**config.mk**
```make
export PLATFORM = sky130hd
export DESIGN_NAME = param_mux_scanner
export DESIGN_NICKNAME = d
export VERILOG_FILES = /design/src/rtl/param_mux_scanner.sv
export SDC_FILE = /design/constraint.sdc
export NUM_CORES = 1
export LEC_CHECK = 0
export ABC_AREA = 1
export CORE_MARGIN = 5
export CORE_UTILIZATION = 45
export CTS_CLUSTER_SIZE = 30
export DETAILED_ROUTE_END_ITERATION = 7
export GPL_TIMING_DRIVEN = 0
export PLACE_DENSITY = 0.78
export SETUP_SLACK_MARGIN = 0.15
export SYNTH_ARGS = -nofsm -noshare
export SYNTH_HDL_FRONTEND = slang
export SYNTH_SLANG_ARGS = --single-unit
```
**constraint.sdc**
```tcl
create_clock -name clk -period 2.15 [get_ports clk]
set_clock_uncertainty 0.15 [all_clocks]
set_input_delay 0.43 -clock clk [delete_from_list [all_inputs] [get_ports clk]]
set_output_delay 0.43 -clock clk [all_outputs]
set_load 0.05 [all_outputs]
```
**src/rtl/param_mux_scanner.sv**
```systemverilog
// Registered N-to-1 channel mux with direct-select and auto-scan modes; 1-cycle latency.
// No backpressure: en=0 freezes data/pointer and drops out_valid for that cycle.
module param_mux_scanner #(
   parameter int WIDTH    = 1,
   parameter int CHANNELS = 8,
   parameter int SEL_W    = 3
) (
   input  logic                      clk,
   input  logic                      reset,
   input  logic [CHANNELS*WIDTH-1:0] data_in,
   input  logic                      en,
   input  logic                      mode,
   input  logic [SEL_W-1:0]          sel,
   input  logic                      load,
   output logic [WIDTH-1:0]          out,
   output logic [SEL_W-1:0]          out_ch,
   output logic                      out_valid,
   output logic                      wrap
);

   localparam logic [SEL_W-1:0] LAST_CH = SEL_W'(CHANNELS - 1);

   logic [SEL_W-1:0] ptr_q, ptr_d;
   logic [WIDTH-1:0] out_q, out_d;
   logic [SEL_W-1:0] out_ch_q, out_ch_d;
   logic             out_valid_q, out_valid_d;
   logic             wrap_q, wrap_d;

   logic [WIDTH-1:0] sel_dat;
   logic [WIDTH-1:0] ptr_dat;
   logic             sel_legal;

   // Legality falls out of the decode: an index matching no channel is illegal.
   always_comb begin
      sel_dat   = '0;
      ptr_dat   = '0;
      sel_legal = 1'b0;
      for (int i = 0; i < CHANNELS; i++) begin
         if (sel == SEL_W'(i)) begin
            sel_dat   = data_in[i*WIDTH +: WIDTH];
            sel_legal = 1'b1;
         end
         if (ptr_q == SEL_W'(i)) begin
            ptr_dat = data_in[i*WIDTH +: WIDTH];
         end
      end
   end

   always_comb begin
      ptr_d       = ptr_q;
      out_d       = out_q;
      out_ch_d    = out_ch_q;
      out_valid_d = 1'b0;
      wrap_d      = 1'b0;
      if (en) begin
         if (!mode) begin
            if (sel_legal) begin
               out_d       = sel_dat;
               out_ch_d    = sel;
               out_valid_d = 1'b1;
            end
         end else if (load) begin
            ptr_d = sel_legal ? sel : '0;
         end else begin
            out_d       = ptr_dat;
            out_ch_d    = ptr_q;
            out_valid_d = 1'b1;
            wrap_d      = (ptr_q == LAST_CH);
            // Wrap at the last real channel, not at the pointer's natural rollover.
            ptr_d       = (ptr_q == LAST_CH) ? '0 : ptr_q + SEL_W'(1);
         end
      end
   end

   always_ff @(posedge clk) begin
      if (reset) begin
         ptr_q       <= '0;
         out_q       <= '0;
         out_ch_q    <= '0;
         out_valid_q <= 1'b0;
         wrap_q      <= 1'b0;
      end else begin
         ptr_q       <= ptr_d;
         out_q       <= out_d;
         out_ch_q    <= out_ch_d;
         out_valid_q <= out_valid_d;
         wrap_q      <= wrap_d;
      end
   end

   assign out       = out_q;
   assign out_ch    = out_ch_q;
   assign out_valid = out_valid_q;
   assign wrap      = wrap_q;

endmodule
```
==> results of run 1 <==
through the flow:
| step | util | instances | worst slack (ps) | hold slack [ps] | cell area [sq um] |
|---|---|---|---|---|---|
| 6_report | 0.672 | 132 | 191 | 349 | 875 |
| 5_1_grt | 0.672 | 132 | 151 | 365 | 875 |
| 4_1_cts | 0.666 | 132 | 168 | 345 | 867 |
| 3_5_place_dp | 0.646 | 128 | 327 | 335 | 841 |
| 3_3_place_gp | 0.646 | 128 | 336 | 333 | 841 |
| 2_1_floorplan | - | 93 | 722 | 317 | 622 |
final cells by class:
class                      count  area [sq um]
buffer                         1          7.51
clock buffer                   4          26.3
fill                         125           427
inverter                      14          52.6
multi-input combinational     69           382
sequential                     9           180
tap                           15          18.8
timing repair buffer          20           208
worst min-delay path by stage:
| stage | startpoint | endpoint | slack, ps | cells past startpoint |
|---|---|---|---|---|
| after global routing | sel[0] | out_ch[0] | 370 | 3 |
| after CTS | sel[0] | out_ch[0] | 350 | 3 |
| after detailed placement | ptr_q[2] | out_ch[2] | 340 | 2 |
| after floorplan | ptr_q[2] | out_ch[2] | 320 | 2 |
| final | sel[0] | out_ch[0] | 350 | 3 |
| after global placement | ptr_q[2] | out_ch[2] | 330 | 2 |
report_power, final:
group          switching [mW]  internal (mW)  total (mW)
Sequential            0.00745          0.178       0.185
Clock                  0.0598         0.0716       0.131
Combinational          0.0828         0.0610       0.144
worst reg2reg max path, stage by stage, from the launching register on:
cell and delay (ps):
dfxtp_1 410, inv_1 100, ha_1 220, inv_1 90, nand2_1 60, nand3_1 60
nand2_1 50, nand2_1 50, nand2_1 40, nand2_1 50, nand2_1 50, nand2_1 50
nand2_1 50, a21oi_1 120
repair_timing:
item	CTS	global route
endpoints found under the setup margin	0	3
hold endpoints to repair	0	0
setup buffers	0	0
resized for setup	0	3
layer usage:
layer | up-vias | GRT usage
met5 | - | 0
met4 | 0 | 0.0884
met3 | 4 | 0.0613
met2 | 19 | 0.263
met1 | 287 | 0.174
li1 | 362 | -
registers in the layout, indices dropped and copies added (netlist names):
signal     flops
out_ch         3
ptr_q          3
out_valid      1
wrap           1
out            1
layout by cell type (no fill, tap or decap), drive strengths merged:
| master | Yosys | routed |
|---|---|---|
| nor4 | 1 | 1 |
| ha | 6 | 6 |
| o21bai | 1 | 1 |
| dlymetal6s2s | 0 | 3 |
| o211ai | 1 | 1 |
| o21ai | 11 | 11 |
| nor3 | 1 | 1 |
| nand3 | 3 | 3 |
| clkdlybuf4s50 | 0 | 17 |
| nor2 | 8 | 8 |
| a31oi | 4 | 4 |
| a21oi | 8 | 8 |
| buf | 1 | 1 |
| clkbuf | 0 | 4 |
| inv | 14 | 14 |
| dfxtp | 9 | 9 |
| nand2 | 23 | 23 |
| a221oi | 2 | 2 |
logic make-up (layout without fill, tap and decap cells):
logic type	Yosys count	count (layout)
flip-flops	9	9
AND/OR/NAND/NOR	36	36
adder cells (fa/ha/maj)	6	6
buffers and inverters	15	39
AO/OA/AOI/OAI	27	27
==> results.json, run 1 <==
{
  "startpoint_type": "flip-flop",
  "syn_avg_cell_area_sq_um": 6.69,
  "worst-path-buf-inv": 1,
  "initial_utilization": 0.478,
  "dr_total_vias": 672,
  "max_freq_mhz": 510,
  "setup_tns_ps": 0,
  "cts.path.max_buffers": 2,
  "powerDensity_nw_per_um2": 526,
  "power_uw": 460,
  "yosys-top-cells-count": "nand2_1, inv_1, dfxtp_1",
  "clk_pin_slew_ps": 60,
  "port_buffers": 20,
  "antenna_found_initial": 0,
  "drt_first_pass_iters": 4,
  "synth_nets": 115,
  "cts_tree": "built",
  "required_ps": 1570,
  "timing.rr.end": "out",
  "synth_top_area_cell": "dfxtp_1",
  "final-max-slew-violation-count": 0,
  "leakage_nw": 0.437,
  "synthCells": 93,
  "drive_gt1_frac": 0.0684,
  "syn_area_sq_um": 622,
  "highest_layer": "met4",
  "path_class": "flip-flop to output pin",
  "crit_end": "out_ch[2]",
  "dp_hpwl_mm": 1.27,
  "post-synth-top-area-fraction": 0.290,
  "crit_slowest_cell": "clkdlybuf4s50_1",
  "crit_family": "buffers and inverters",
  "startpoint": "out_ch[2]",
  "wl_met2_um": 737,
  "synth-simple-area-share": 0.229,
  "ys_warn_count": 0,
  "worst_pin_slew_ps": 504,
  "hp-class": "primary input to flip-flop",
  "num_rows": 13,
  "drc_errors": 0,
  "cts_root_buffer": "clkbuf_4",
  "synth_top_family_by_area": "compound AO/OA/AOI/OAI gates",
  "ir_drop_v": 0.000364,
  "die_area_sq_um": 2230,
  "rsz0062_at_grt": "no",
  "gp_congestion": 0.793,
  "rr_startpoint": "ptr_q[1]",
  "ys_async_sr_fraction": 0,
  "synthToLayoutAreaGrowth_pct": 40.6,
  "finalNetCount": 140,
  "m1WireLength_um": 682,
  "setup_viol": 0,
  "synthAdderAreaFrac": 0.121,
  "synth_compound_area_frac": 0.264,
  "via_per_inst": 5.09,
  "grt_pass1_vias": 620,
  "drtAntennaViolNets": 0,
  "routed_wl_mm": 1.57,
  "crit_path_max_incr_delay_ps": 800,
  "worstPathArrival_ps": 1380,
  "reg2reg_slack_ps": 530,
  "synth_cell_types": 18,
  "first_iter_violations": 10,
  "period_share": 0.911,
  "synth_area_leaders": "dfxtp_1, nand2_1, ha_1, inv_1, a21oi_1",
  "path_cells": "clkdlybuf4s50_1",
  "clock_latency_ps": 260,
  "htree_levels": 1,
  "grt_pass1_wl_mm": 2.44,
  "wl_per_cell_um": 11.9,
  "synth_edf_count": 0,
  "synthMuxAreaShare": 0,
  "grt_max_degree": 9,
  "end_kind": "output pin",
  "r2r_cells": 13,
  "die_y_um": 47.2,
  "grt_use_total": 0.159,
  "cts_hold_buffers": 0,
  "slew-limit-headroom": 0.664,
  "antenna_cells": 0,
  "fp.coreArea_sq_um": 1300,
  "cp_num_cells": 1,
  "io_pins": 22,
  "period_needed_ps": 1960,
  "critPathMaxFanout": 2,
  "synthXorXnorAreaFrac": 0,
  "synth_seq_area_share": 0.290,
  "numClockSinks": 9,
  "finalHoldViolations": 0,
  "die_w_um": 47.2,
  "ys_ff_latch": 9,
  "wl_met3_um": 118,
  "synth-main-ff-cell": "dfxtp_1",
  "status": "finished clean",
  "drv_cap": 0,
  "cts_made_buffers": 3,
  "grt_remaining_overflow": 0,
  "synth.most_common_cell": "nand2_1"
}
No activity file was read; power rests on OpenSTA's default activity.
==> run 2, diff against run 1 <==
CORE_UTILIZATION = 43   (was 45)
CTS_CLUSTER_DIAMETER = 60   (was not set)
PLACE_DENSITY = 0.75   (was 0.78)
clock period = 2.05 ns   (was 2.15 ns; I/O delays follow)
==> run 2 against run 1 <==
  * Utilization fell by 2.8 points
  * Global-route usage rose by 1.5 points
  * Sequential power rose by 4%
  * Critical path type unchanged
==> results.json, run 2 (same netlist as run 1, synthesis figures left out) <==
{
  "dp_hpwl_mm": 1.26,
  "crit_path_max_incr_delay_ps": 530,
  "wl_per_cell_um": 12.1,
  "hp-class": "primary input to flip-flop",
  "period_needed_ps": 1670,
  "die_w_um": 48.0,
  "worst_pin_slew_ps": 492,
  "m1WireLength_um": 743,
  "rsz0062_at_grt": "no",
  "antenna_found_initial": 0,
  "status": "finished clean",
  "startpoint_type": "flip-flop",
  "crit_family": "buffers and inverters",
  "numClockSinks": 9,
  "die_area_sq_um": 2310,
  "worstPathArrival_ps": 1110,
  "final_cell_mix": "nand2_1, clkdlybuf4s50_1, inv_1, dfxtp_1",
  "timing.rr.end": "out",
  "crit_slowest_cell": "dlygate4sd2_1",
  "cp_num_cells": 1,
  "grt_remaining_overflow": 0,
  "htree_levels": 1,
  "reg2reg_slack_ps": 440,
  "grt_use_total": 0.174,
  "num_rows": 13,
  "rr_startpoint": "ptr_q[1]",
  "postCtsSetupRepairBufs": 0,
  "grt_pass1_wl_mm": 2.68,
  "dr_total_vias": 650,
  "powerDensity_nw_per_um2": 556,
  "io_pins": 22,
  "final-max-slew-violation-count": 0,
  "first_iter_violations": 3,
  "initial_utilization": 0.466,
  "hold-path-endpoint": "out_ch[0]",
  "gp_congestion": 0.823,
  "clock_latency_ps": 260,
  "path_class": "flip-flop to output pin",
  "cts.path.max_buffers": 2,
  "leakage_nw": 0.414,
  "finalHoldViolations": 0,
  "drt_first_pass_iters": 4,
  "ir_drop_v": 0.000311,
  "end_kind": "output pin",
  "r2r_cells": 13,
  "wl_met2_um": 741,
  "slew-limit-headroom": 0.673,
  "path_cells": "dlygate4sd2_1",
  "drtAntennaViolNets": 0,
  "antenna_cells": 0,
  "via_per_inst": 4.92,
  "die_y_um": 48.0,
  "final_common_cell": "nand2_1",
  "cts_root_buffer": "clkbuf_4",
  "highest_layer": "met4",
  "port_buffers": 20,
  "setup_tns_ps": 0,
  "drv_cap": 0,
  "critPathMaxFanout": 2,
  "grt_max_degree": 9,
  "routed_wl_mm": 1.60,
  "cts_tree": "built",
  "setup_viol": 0,
  "wl_met3_um": 105,
  "grt_pass1_vias": 632,
  "required_ps": 1490,
  "clk_pin_slew_ps": 60,
  "drc_errors": 0,
  "dpl_worst_slack_ps": 218,
  "cts_made_buffers": 3,
  "fp.coreArea_sq_um": 1330,
  "layout_setup_ws_ps": 375,
  "worst-path-buf-inv": 1,
  "period_share": 0.817,
  "hold_start": "sel[0]",
  "max_freq_mhz": 597,
  "whs_path_depth": 3,
  "finalNetCount": 140,
  "drive_gt1_frac": 0.0684,
  "synthToLayoutAreaGrowth_pct": 38.2
}
==> run 2: cell count changes in the layout (fill, tap and decap cells not counted) <==
cell / previous run / this run
clkdlybuf4s50_1: 17 / 14
dlygate4sd2_1: 0 / 6
dlymetal6s2s_1: 3 / 0
==> run 2: final cells by class <==
cell class                      count  area [sq um]
Buffer                              1          7.51
Clock buffer                        4          26.3
Fill cell                         127           474
Inverter                           14          52.6
Multi-Input combinational cell     69           382
Sequential cell                     9           180
Tap cell                           15          18.8
Timing Repair Buffer               20           193
==> run 2: how the worst max path moves through the flow <==
stage	startpoint	end
finish	out	out
global placement	load	out_ch[1]
CTS	out	out
floorplan	ptr_q[0]	out
detailed placement	load	out
global route	ptr_q[1]	out
==> run 2: worst reg2reg max path: stages, from the launching register on <==
cell and delay [ps]:
dfxtp_1 390, inv_1 100, ha_1 220, inv_1 100, nand2_1 60, nand3_1 60
nand2_1 50, nand2_1 50, nand2_1 50, nand2_1 50, nand2_1 50, nand2_1 50
nand2_1 50, a21oi_1 120
==> run 2: through the flow <==
| stage | std cells | util | power (mW) | cell area (sq um) | hold slack [ps] |
|---|---|---|---|---|---|
| 6_report | 132 | 0.644 | 0.478 | 860 | 320 |
| 3_5_place_dp | 128 | 0.630 | 0.349 | 841 | 345 |
| 5_1_grt | 132 | 0.644 | 0.521 | 860 | 333 |
| 4_1_cts | 132 | 0.644 | 0.486 | 860 | 307 |
| 2_1_floorplan | 93 | - | 0.285 | 622 | 317 |
| 3_3_place_gp | 128 | 0.630 | 0.347 | 841 | 344 |
==> run 2: where the power goes <==
group	switching, mW	internal, mW
clock network	0.0626	0.0751
logic	0.0873	0.0597
registers	0.00708	0.186
total	0.157	0.321
==> run 2: timing repair <==
action                                  CTS  global route
endpoints found under the setup margin    6             0
gates resized for setup                   6             0
hold buffers                              0             0
hold endpoints to repair                  0             0
==> run 2: per-layer routing <==
| layer | vias up | GRT usage |
|---|---|---|
| met2 | 12 | 0.288 |
| met4 | 0 | 0.0645 |
| met1 | 277 | 0.193 |
| met3 | 2 | 0.0827 |
| li1 | 359 | - |
| met5 | - | 0 |
==> run 3, diff against run 2 <==
CORE_ASPECT_RATIO = 1.25   (was not set)
CORE_UTILIZATION = 38   (was 43)
PLACE_DENSITY = 0.7   (was 0.75)
clock period = 1.5 ns   (was 2.05 ns; I/O delays follow)
==> run 3 against run 2 <==
  * Wire length decreased by 1.8%
  * Die area increased by 11%
  * Final cell count increased by 3.8%
  * Critical path depth increased by 7
  * Utilization decreased by 5.0 points
==> results.json, run 3 (same netlist as run 1, synthesis figures left out) <==
{
  "powerDensity_nw_per_um2": 715,
  "num_rows": 16,
  "dp_hpwl_mm": 1.25,
  "gp_congestion": 0.781,
  "r2r_cells": 8,
  "grt_use_total": 0.142,
  "timing.rr.end": "out",
  "synthToLayoutAreaGrowth_pct": 49.3,
  "antenna_cells": 0,
  "initial_utilization": 0.398,
  "postLayoutCellArea_sq_um": 928,
  "die_w_um": 46.2,
  "via_per_inst": 4.89,
  "io_pins": 22,
  "ir_drop_v": 0.000541,
  "fp.coreArea_sq_um": 1560,
  "drtAntennaViolNets": 0,
  "finalHoldViolations": 0,
  "status": "finished clean",
  "worstPathArrival_ps": 1510,
  "cts_hold_buffers": 0,
  "path_class": "flip-flop to flip-flop",
  "clk_pin_slew_ps": 60,
  "grt_pass1_vias": 638,
  "worst_pin_slew_ps": 258,
  "dpl_cell_area_sq_um": 875,
  "drv_cap": 0,
  "end_kind": "flip-flop",
  "critPathMaxFanout": 4,
  "cts_tree": "built",
  "leakage_nw": 0.430,
  "crit_end": "out",
  "max_freq_mhz": 685,
  "die_y_um": 55.2,
  "final_cell_mix": "nand2_1, clkdlybuf4s50_1, nor2_1",
  "htree_levels": 1,
  "reg2reg_slack_ps": 40,
  "hp-class": "primary input to flip-flop",
  "finalNetCount": 142,
  "grt_remaining_overflow": 0,
  "period_needed_ps": 1460,
  "rr_startpoint": "ptr_q[0]",
  "slew-limit-headroom": 0.828,
  "port_buffers": 20,
  "die_area_sq_um": 2550,
  "drc_errors": 0,
  "final-max-slew-violation-count": 0,
  "grt_pass1_wl_mm": 2.73,
  "drt_first_pass_iters": 4,
  "cts_made_buffers": 3,
  "first_iter_violations": 10,
  "n_fill_cell": 162,
  "startpoint": "ptr_q[0]",
  "dp.cells": 131,
  "routed_wl_mm": 1.57,
  "setup_viol": 0,
  "fin_worst_hold_slack_ps": 215,
  "antenna_found_initial": 0,
  "final_common_cell": "nand2_1",
  "numClockSinks": 9,
  "fin_cells": 137,
  "period_share": 0.973,
  "cts.path.max_buffers": 2,
  "setup_tns_ps": 0,
  "dr_total_vias": 670,
  "startpoint_type": "flip-flop",
  "cts_root_buffer": "clkbuf_4",
  "clock_latency_ps": 260,
  "required_ps": 1550,
  "grt_max_degree": 9,
  "wl_per_cell_um": 11.5,
  "rsz0062_at_grt": "yes",
  "drive_gt1_frac": 0.261
}
==> run 3: timing repair <==
item	in CTS	in global routing
pin swaps	1	1
setup endpoints to repair	13	9
gates resized for setup	35	11
buffers inserted	2	0
==> run 3: area by class of cell <==
class / instances / area (sq um) / share of cell area
multi-input cells: 69 / 439 / 0.473
repair buffers: 22 / 190 / 0.205
flip-flops and latches: 9 / 188 / 0.202
inverters: 14 / 55.1 / 0.0593
clock buffers: 4 / 26.3 / 0.0283
well taps: 18 / 22.5 / 0.0243
plain buffers: 1 / 7.51 / 0.00809
==> run 3: report_power, final <==
part | internal (mW) | total (mW) | switching (mW) | leakage [nW]
clock | 0.102 | 0.185 | 0.0822 | 0.0150
combinational | 0.0874 | 0.212 | 0.125 | 0.339
sequential | 0.254 | 0.267 | 0.0131 | 0.0755
total | 0.444 | 0.664 | 0.220 | 0.430
==> run 3: how the worst min path moves through the flow <==
stage / from / end / slack, ps / cells past startpoint
floorplan: reset / ptr_q[0] / 220 / 1
global placement: ptr_q[2] / out_ch[2] / 340 / 2
detailed placement: ptr_q[2] / out_ch[2] / 330 / 2
CTS: sel[0] / out_ch[0] / 210 / 3
global route: load / wrap / 220 / 2
finish: sel[0] / out_ch[0] / 220 / 3
==> run 3: critical path: stages, from the launching register on <==
cell and delay, ps:
dfxtp_4 380, ha_4 170, ha_4 150, o21bai_1 140, a31oi_1 130, nand2_1 60, nand2_1 60, nand2_1 60
a21oi_2 100
==> run 3: layer usage <==
layer,wire (um),vias up,global-route usage,share of wire
met5,0,-,0,0
met4,17,0,0.0488,0.011
met3,110,4,0.0487,0.070
met2,775,14,0.209,0.49
met1,668,283,0.188,0.43
li1,-,369,-,-
==> run 3: through the flow <==
step	worst slack (ps)	power (mW)	util
finish	41.0	0.664	0.595
CTS	46.2	0.669	0.580
global placement	-203	0.480	0.560
detailed placement	-201	0.483	0.560
floorplan	117	0.396	-
global route	-95.5	0.716	0.595
